**src/rtl/fft_stage_sequencer.sv**
```systemverilog
// fft_stage_sequencer: issues the butterflies of an in-place radix-2 DIT FFT, one stage
// at a time. For each butterfly it drives the operand addresses, the twiddle index and
// the precision selects. A delay line that matches the butterfly latency produces the
// write-back strobes. A new stage is only started once the previous stage has fully
// written back.
module fft_stage_sequencer #(
   parameter int N_LOG2     = 3,
   parameter int BF_LATENCY = 2
) (
   input  logic                     clk,
   input  logic                     rst_n,
   input  logic                     start,
   input  logic [2*N_LOG2-1:0]      prec_cfg,
   output logic                     busy,
   output logic                     done,
   output logic                     issue_valid,
   input  logic                     issue_ready,
   output logic [N_LOG2-1:0]        addr_a,
   output logic [N_LOG2-1:0]        addr_b,
   output logic [N_LOG2-2:0]        tw_addr,
   output logic [$clog2(N_LOG2):0]  stage_idx,
   output logic                     mult_prec,
   output logic                     add_prec,
   output logic                     wb_valid,
   output logic [N_LOG2-1:0]        wb_addr_a,
   output logic [N_LOG2-1:0]        wb_addr_b
);

   localparam int K_W = N_LOG2 - 1;
   localparam int S_W = $clog2(N_LOG2) + 1;
   localparam int P_W = 2 * N_LOG2;

   typedef enum logic [1:0] {ST_IDLE, ST_ISSUE, ST_DRAIN, ST_DONE} state_t;

   state_t            state_q, state_d;
   logic [S_W-1:0]    s_q, s_d;
   logic [K_W-1:0]    k_q, k_d;
   logic [P_W-1:0]    prec_q, prec_d;

   logic [BF_LATENCY-1:0] dl_vld_q, dl_vld_d;
   logic [N_LOG2-1:0]     dl_a_q [BF_LATENCY];
   logic [N_LOG2-1:0]     dl_a_d [BF_LATENCY];
   logic [N_LOG2-1:0]     dl_b_q [BF_LATENCY];
   logic [N_LOG2-1:0]     dl_b_d [BF_LATENCY];

   logic              handshake, last_k, last_stage, pending;
   logic [K_W-1:0]    pos, tw_calc;
   logic [N_LOG2-1:0] a_calc, b_calc;
   logic              mp_calc, ap_calc;

   // Operand/twiddle address generation for butterfly k of stage s.
   // When s == K_W the shifted one falls off the K_W-bit word, so the mask becomes all
   // ones and pos is simply k, as required for the last stage.
   always_comb begin
      pos     = k_q & ((K_W'(1) << s_q) - K_W'(1));
      a_calc  = (((N_LOG2'(k_q) >> s_q) << s_q) << 1) | N_LOG2'(pos);
      b_calc  = a_calc + (N_LOG2'(1) << s_q);
      tw_calc = pos << (S_W'(K_W) - s_q);
      mp_calc = 1'b0;
      ap_calc = 1'b0;
      for (int i = 0; i < N_LOG2; i++) begin
         if (s_q == S_W'(i)) begin
            mp_calc = prec_q[2*i];
            ap_calc = prec_q[2*i+1];
         end
      end
   end

   // Status flags used by the next-state logic. "pending" is true while any entry is
   // still upstream of the write-back slot, so a stage ends in its last wb_valid cycle.
   always_comb begin
      handshake  = (state_q == ST_ISSUE) && issue_ready;
      last_k     = (k_q == {K_W{1'b1}});
      last_stage = (s_q == S_W'(N_LOG2 - 1));
      pending    = 1'b0;
      for (int i = 0; i < BF_LATENCY - 1; i++) begin
         pending = pending | dl_vld_q[i];
      end
   end

   // Next-state logic, including the stage/butterfly counters and the latched config.
   always_comb begin
      state_d = state_q;
      s_d     = s_q;
      k_d     = k_q;
      prec_d  = prec_q;
      case (state_q)
         ST_IDLE: begin
            if (start) begin
               state_d = ST_ISSUE;
               s_d     = '0;
               k_d     = '0;
               prec_d  = prec_cfg;
            end
         end
         ST_ISSUE: begin
            if (handshake) begin
               k_d = k_q + K_W'(1);
               if (last_k) state_d = ST_DRAIN;
            end
         end
         ST_DRAIN: begin
            if (!pending) begin
               if (last_stage) begin
                  state_d = ST_DONE;
               end else begin
                  state_d = ST_ISSUE;
                  s_d     = s_q + S_W'(1);
                  k_d     = '0;
               end
            end
         end
         default: state_d = ST_IDLE;
      endcase
   end

   // Output decode; issue fields are forced to zero outside ISSUE.
   always_comb begin
      busy        = (state_q != ST_IDLE);
      done        = (state_q == ST_DONE);
      issue_valid = (state_q == ST_ISSUE);
      addr_a      = issue_valid ? a_calc : '0;
      addr_b      = issue_valid ? b_calc : '0;
      tw_addr     = issue_valid ? tw_calc : '0;
      mult_prec   = issue_valid & mp_calc;
      add_prec    = issue_valid & ap_calc;
      stage_idx   = busy ? s_q : '0;
      wb_valid    = dl_vld_q[BF_LATENCY-1];
      wb_addr_a   = dl_a_q[BF_LATENCY-1];
      wb_addr_b   = dl_b_q[BF_LATENCY-1];
   end

   // Write-back delay line. Address fields advance only behind a valid entry, so the
   // final slot keeps the last written addresses while idle.
   always_comb begin
      dl_vld_d[0] = handshake;
      dl_a_d[0]   = handshake ? a_calc : dl_a_q[0];
      dl_b_d[0]   = handshake ? b_calc : dl_b_q[0];
      for (int i = 1; i < BF_LATENCY; i++) begin
         dl_vld_d[i] = dl_vld_q[i-1];
         dl_a_d[i]   = dl_vld_q[i-1] ? dl_a_q[i-1] : dl_a_q[i];
         dl_b_d[i]   = dl_vld_q[i-1] ? dl_b_q[i-1] : dl_b_q[i];
      end
   end

   // State and counter registers.
   always_ff @(posedge clk or negedge rst_n) begin
      if (!rst_n) begin
         state_q <= ST_IDLE;
         s_q     <= '0;
         k_q     <= '0;
         prec_q  <= '0;
      end else begin
         state_q <= state_d;
         s_q     <= s_d;
         k_q     <= k_d;
         prec_q  <= prec_d;
      end
   end

   // Delay-line registers; cleared on reset so an aborted run emits no further writes.
   always_ff @(posedge clk or negedge rst_n) begin
      if (!rst_n) begin
         dl_vld_q <= '0;
         for (int i = 0; i < BF_LATENCY; i++) begin
            dl_a_q[i] <= '0;
            dl_b_q[i] <= '0;
         end
      end else begin
         dl_vld_q <= dl_vld_d;
         for (int i = 0; i < BF_LATENCY; i++) begin
            dl_a_q[i] <= dl_a_d[i];
            dl_b_q[i] <= dl_b_d[i];
         end
      end
   end

endmodule

```
**config.mk**
```make
export PLATFORM = sky130hd
export DESIGN_NAME = fft_stage_sequencer
export DESIGN_NICKNAME = d
export VERILOG_FILES = /design/src/rtl/fft_stage_sequencer.sv
export SDC_FILE = /design/constraint.sdc
export NUM_CORES = 1
export LEC_CHECK = 0
export BUFFER_PORTS_ARGS = -buffer_cell sky130_fd_sc_hd__buf_2
export CAP_MARGIN = 30
export CORE_UTILIZATION = 44
export DETAILED_ROUTE_END_ITERATION = 8
export PLACE_DENSITY_LB_ADDON = 0.05
export SYNTH_ARGS = -nofsm -noshare
export SYNTH_HDL_FRONTEND = slang
export SYNTH_SLANG_ARGS = --single-unit
```
**constraint.sdc**
```tcl
create_clock -name clk -period 2.85 [get_ports clk]
set_input_delay 0.4275 -clock clk [delete_from_list [all_inputs] [get_ports clk]]
set_output_delay 0.4275 -clock clk [all_outputs]
set_load 0.05 [all_outputs]
```
# ---- Yosys cells after proc, flatten, opt, wreduce, memory -nomap -nowiden
# Cells that the tools add are included.
# Widths: inputs -> output; s select.
dict set report op_classes {
  div_mod_pow 0
  reduce_logical 10
  n_mux 25
  n_eq_ne 11
  shift 5
  n_bitwise 4
  mul 0
  add_sub_neg 5
  n_lt_le_gt_ge 0
}
# cell count
set ops {}
lappend ops {{$mux 2} 10}
lappend ops {{$mux 3} 6}
lappend ops {{$pmux 2 s3} 2}
lappend ops {{$reduce_and 4->1} 2}
lappend ops {{$eq 2x2->1 const B} 3}
lappend ops {{$mux 1} 6}
lappend ops {{$ne 2x2->1 const B} 3}
lappend ops {{$pmux 3 s2} 1}
lappend ops {{$reduce_and 5->1} 1}
lappend ops {{$ne 2x1->1 const B} 2}
lappend ops {{$reduce_bool 2->1} 2}
lappend ops {{$add 3x1->3 const B} 1}
lappend ops {{$add 3x3->3} 1}
lappend ops {{$eq 3x1->1 const B} 1}
lappend ops {{$eq 3x2->1 const B} 1}
lappend ops {{$logic_not 3->1} 1}
lappend ops {{$or 3x2->3} 1}
lappend ops {{$reduce_bool 3->1} 1}
lappend ops {{$shl 1x3->2 const A} 1}
lappend ops {{$shl 1x3->3 const A} 1}
lappend ops {{$shl 2x3->2} 1}
lappend ops {{$shl 3x3->2} 1}
lappend ops {{$shr 2x3->3} 1}
lappend ops {{$sub 2x3->3 const A} 1}
lappend ops {{8 further kinds} 9}
dict set report word_totals {
  ram_bits 0
  wordCells 69
  reg_bits 27
  output_inout_bits 23
  mem_bits_ro 0
  latch_bits 0
  n_memories 0
  in_bits 10
}

# ---- Depth between registers and ports, before layout
dict set report depth {
  depth_word 6
  mapped_depth 7
  mapped_depth_nobuf 7
}

# ---- Worst setup path before layout
# OpenSTA, ideal clock, no wires.
dict set report synth_timing {
  path_type {register to output}
  from {reg s_q[2]}
  to {out addr_b[2]}
  slack_ns 0.154
  stages_incl_launch_ff 8
  n_path_buf 1
  arrival_time_ns 2.269
  cell_sequence {dfrtp_1 buf_2 o21ai_1 a21boi_1 inv_1 fa_1 xor2_1 nor2_1}
}
dict set report synth_between {
  elab_chain_cells 6
  elab_cells_between_ends 9
  classes_between {add/sub (2); shift (4); mux (1); bitwise (2)}
}
# element line
set synth_rtl {}
lappend synth_rtl {{from (decl)} 36} ;# logic [S_W-1:0] s_q, s_d;
lappend synth_rtl {{from (signal assigned)} 150} ;# s_q <= '0;
lappend synth_rtl {{from (signal assigned)} 155} ;# s_q <= s_d;
lappend synth_rtl {{$shl 1x3->2} 55} ;# pos = k_q & ((K_W'(1) << s_q) - K_W'(1));
lappend synth_rtl {{$sub 2x1->2} 55}
lappend synth_rtl {{$and 2x2->2} 55}
lappend synth_rtl {{$or 3x2->3 *} 56} ;# a_calc = (((N_LOG2'(k_q) >> s_q) << s_q) << 1) | N_LOG2'(pos);
lappend synth_rtl {{via a_calc[1]} 48} ;# logic [N_LOG2-1:0] a_calc, b_calc;
lappend synth_rtl {{$add 3x3->3 *} 57} ;# b_calc = a_calc + (N_LOG2'(1) << s_q);
lappend synth_rtl {{$mux 3 *} 123} ;# addr_b = issue_valid ? b_calc : '0;
lappend synth_rtl {{to (decl)} 19} ;# output logic [N_LOG2-1:0] addr_b,
# Mark *: on every way through the listed nets, which the timed path passes. The rest lies on a longest branch.

# ---- Final worst setup path
dict set report layout_timing {
  from {reg s_q[1]}
  to {out addr_b[1]}
}
dict set report layout_between {
  elab_chain_cells 6
  elab_cells_between_ends 9
  classes_between {add/sub (2); shift (4); mux (1); bitwise (2)}
}
# element line
set layout_rtl {}
lappend layout_rtl {{$shl 1x3->2} 55}
lappend layout_rtl {{$sub 2x1->2} 55}
lappend layout_rtl {{$and 2x2->2} 55}
lappend layout_rtl {{$or 3x2->3} 56}
lappend layout_rtl {{via a_calc[0]} 48}
lappend layout_rtl {{$add 3x3->3} 57}
lappend layout_rtl {{via b_calc[1]} 48}
lappend layout_rtl {{$mux 3} 123}
# The timed path passes the listed nets, and every way through them passes these cells.

==> run metrics <==
Rel. slew slack=59.6%; Vias=1158; proportion of layout cells with a drive suffix above 1=38.5%; remaining number of nets flagged by the antenna check after routing=0; final slew viol count=0; die area=0.00371 mm2; initial antenna violation count=0; number of nets produced by synthesis=167; Buffers on Ports=32; total core area=0.00334 mm2; count of flip-flops with a built-in enable after synthesis=0; last weighted congestion value of the routability-driven placer=0.811; vias in the first global route=1016; drt wl/cell=13.4 um; first-pass GRT wire length=4860 um; total standard cell area after synthesis=0.00153 mm2; horizontal die dimension=60.9 um; Worst setup EP type=output pin; number of warnings reported in the yosys synthesis log=0; DRC viols=0; Num CTS Buffers=3; CTS tree=done; CP max FO=5; nature of the critical path startpoint=flip-flop; setup clock skew after layout=6.26 ps; fraction of synthesis flops using an asynchronous set or reset pin=100%; setup repair after global routing missed its margin=no; final WL=3020 um; cell count after synthesis=150; floorplan die height=60.9 um; Crit Path Category=reg2out; per-instance average area after synthesis=10.2 um2; Max Freq=371 MHz; DP HPWL=2290 um; first drt pass iteration count=4; Max Cap Viol=0; clock-pin slew reported for the worst setup and hold paths after clock tree synthesis=140 ps; gr usage total=18.0%; period utilisation layout=94.7%; Longest Clk Path Bufs=2; most common flop cell mapped by yosys=dfrtp_1; clock root buffer=clkbuf_4; Final TNS setup=0 ps; Worst Max-Slew Pin Slew=606 ps; number of inserted diodes=0; # setup viols final=0; setup slack of the critical path after layout=152 ps; std cell rows=21; number of hold buffers added after cts=0; count of cell types in the netlist=35; maximum number of pins on one net before global-route repair=28; required time of the worst setup path=2420 ps; area growth from synthesis to layout=16.0%; Avg Vias per Cell=5.15; number of storage elements in the synthesis netlist=27; insertion delay of the later-clocked pin in the worst-skew pair=320 ps; hold violation total from the final report=0; Hold Crit Class=in2async; outcome=complete, no violations; sinks on the clock net=27; number of nets in the final layout=197; Seq/Total Area, Yosys=44.3%; minimum period implied by the final worst setup slack=2700 ps; number of violations reported at the end of detailed-routing iteration 0=13; io pins=33; H-tree depth=1; effective utilization at floorplan=45.7%; GR Overflow Total=0; worst slack after detailed placement=303 ps; data arrival time of the critical path=2270 ps
[Yosys cell counts, drive strengths merged (2+ instances only)]
master   n  share of area, %
ha       6               4.9
o311ai   3               1.7
and2     4               1.6
nor2    13               3.2
nand2b   3               1.2
nor2b    7               3.0
nor3     6               2.3
inv      8               2.0
o21ai   11               3.6
mux2    15                13
o22ai    2              0.82
a21oi    5               1.6
nand3b   3               1.5
dfrtp   27                44
nand3    4               1.3
buf     11               5.2
nand2   13               3.5
[logic make-up (layout without fill, tap and decap cells)]
family,Yosys count,after routing,share of synthesized area (%)
AO/OA/AOI/OAI,24,24,9.26
flip-flops,27,27,44.3
XOR/XNOR,2,2,1.15
AND/OR/NAND/NOR,54,54,18.3
adder cells (fa/ha/maj),7,7,6.23
buffers and inverters,20,49,7.38
multiplexers,16,16,13.4
[state kept, by name, indices dropped and copies added, names as in the netlist]
name / flops
wb_addr_a: 3
wb_addr_b: 3
dl_a_q: 3
state_q: 2
prec_q: 6
dl_vld_q: 2
dl_b_q: 3
k_q: 2
s_q: 3
[routing by layer]
metal | up-vias | global-route usage, % | part of all wire, %
met1 | 558 | 23.4 | 45
met2 | 34 | 30.3 | 50
met3 | 4 | 3.20 | 4.5
met5 | - | 0 | 0
li1 | 562 | - | -
met4 | 0 | 5.84 | 1.1
[through the flow]
step | hold slack, ps | std cells | utilization [%] | cell area [um2]
after global routing | 121 | 225 | 53.1 | 1770
after floorplan | 132 | 150 | - | 1530
after CTS | 102 | 221 | 51.0 | 1700
after global placement | 462 | 217 | 50.0 | 1670
after detailed placement | 474 | 217 | 50.0 | 1670
final | 93.2 | 225 | 53.1 | 1770
[path summary, 6_finish.rpt]
path / start / end / slack (ps) / cells past startpoint
setup / recovery: s_q[1]$_DFFE_PN0P_ / addr_b[1] / 150 / 7
hold / removal: rst_n / dl_vld_q[1]$_DFF_PN0_ / 90 / 1
setup reg to reg: s_q[1]$_DFFE_PN0P_ / dl_b_q[4]$_DFFE_PN0P_ / 890 / 6
hold reg to reg: dl_a_q[3]$_DFFE_PN0P_ / dl_a_q[3]$_DFFE_PN0P_ / 500 / 2
max in group asynchronous: rst_n / s_q[0]$_DFFE_PN0P_ / 2330 / 1
min in group clk: prec_cfg[0] / prec_q[0]$_DFFE_PN0P_ / 330 / 2
[repair_timing]
| action | CTS | global route |
|---|---|---|
| pin swaps | 0 | 0 |
| endpoints found under the setup margin | 2 | 2 |
| buffers inserted | 0 | 4 |
| cloned | 0 | 0 |
| gates resized for setup | 3 | 10 |
[worst max-delay path, stage by stage, from the launching register on]
cell and delay [ps]:
dfrtp_2 480, nor3_4 220, nand2b_4 170, inv_1 50, ha_1 200, fa_2 530
and2_1 120, buf_4 190
[final cells by class]
| class | instances | area [um2] |
|---|---|---|
| flip-flops and latches | 27 | 679 |
| repair buffers | 37 | 206 |
| inverters | 8 | 30.0 |
| well taps | 46 | 57.6 |
| multi-input cells | 103 | 771 |
| fillers | 336 | 1570 |
| clock buffers | 4 | 26.3 |
[layout by cell type, fill, tap and decap left out, types with 5 or more instances in the layout]
master and instances:
dfrtp_1 24, mux2_2 7, buf_2 30, nor2b_1 6, ha_1 6, inv_1 5
o21ai_1 7, mux2_4 7, nand2_1 11, nor2_1 13, a21oi_1 5, buf_4 6
Power is not shown: default switching activity piles up to over one toggle a cycle in this logic, so the estimate is an artifact.
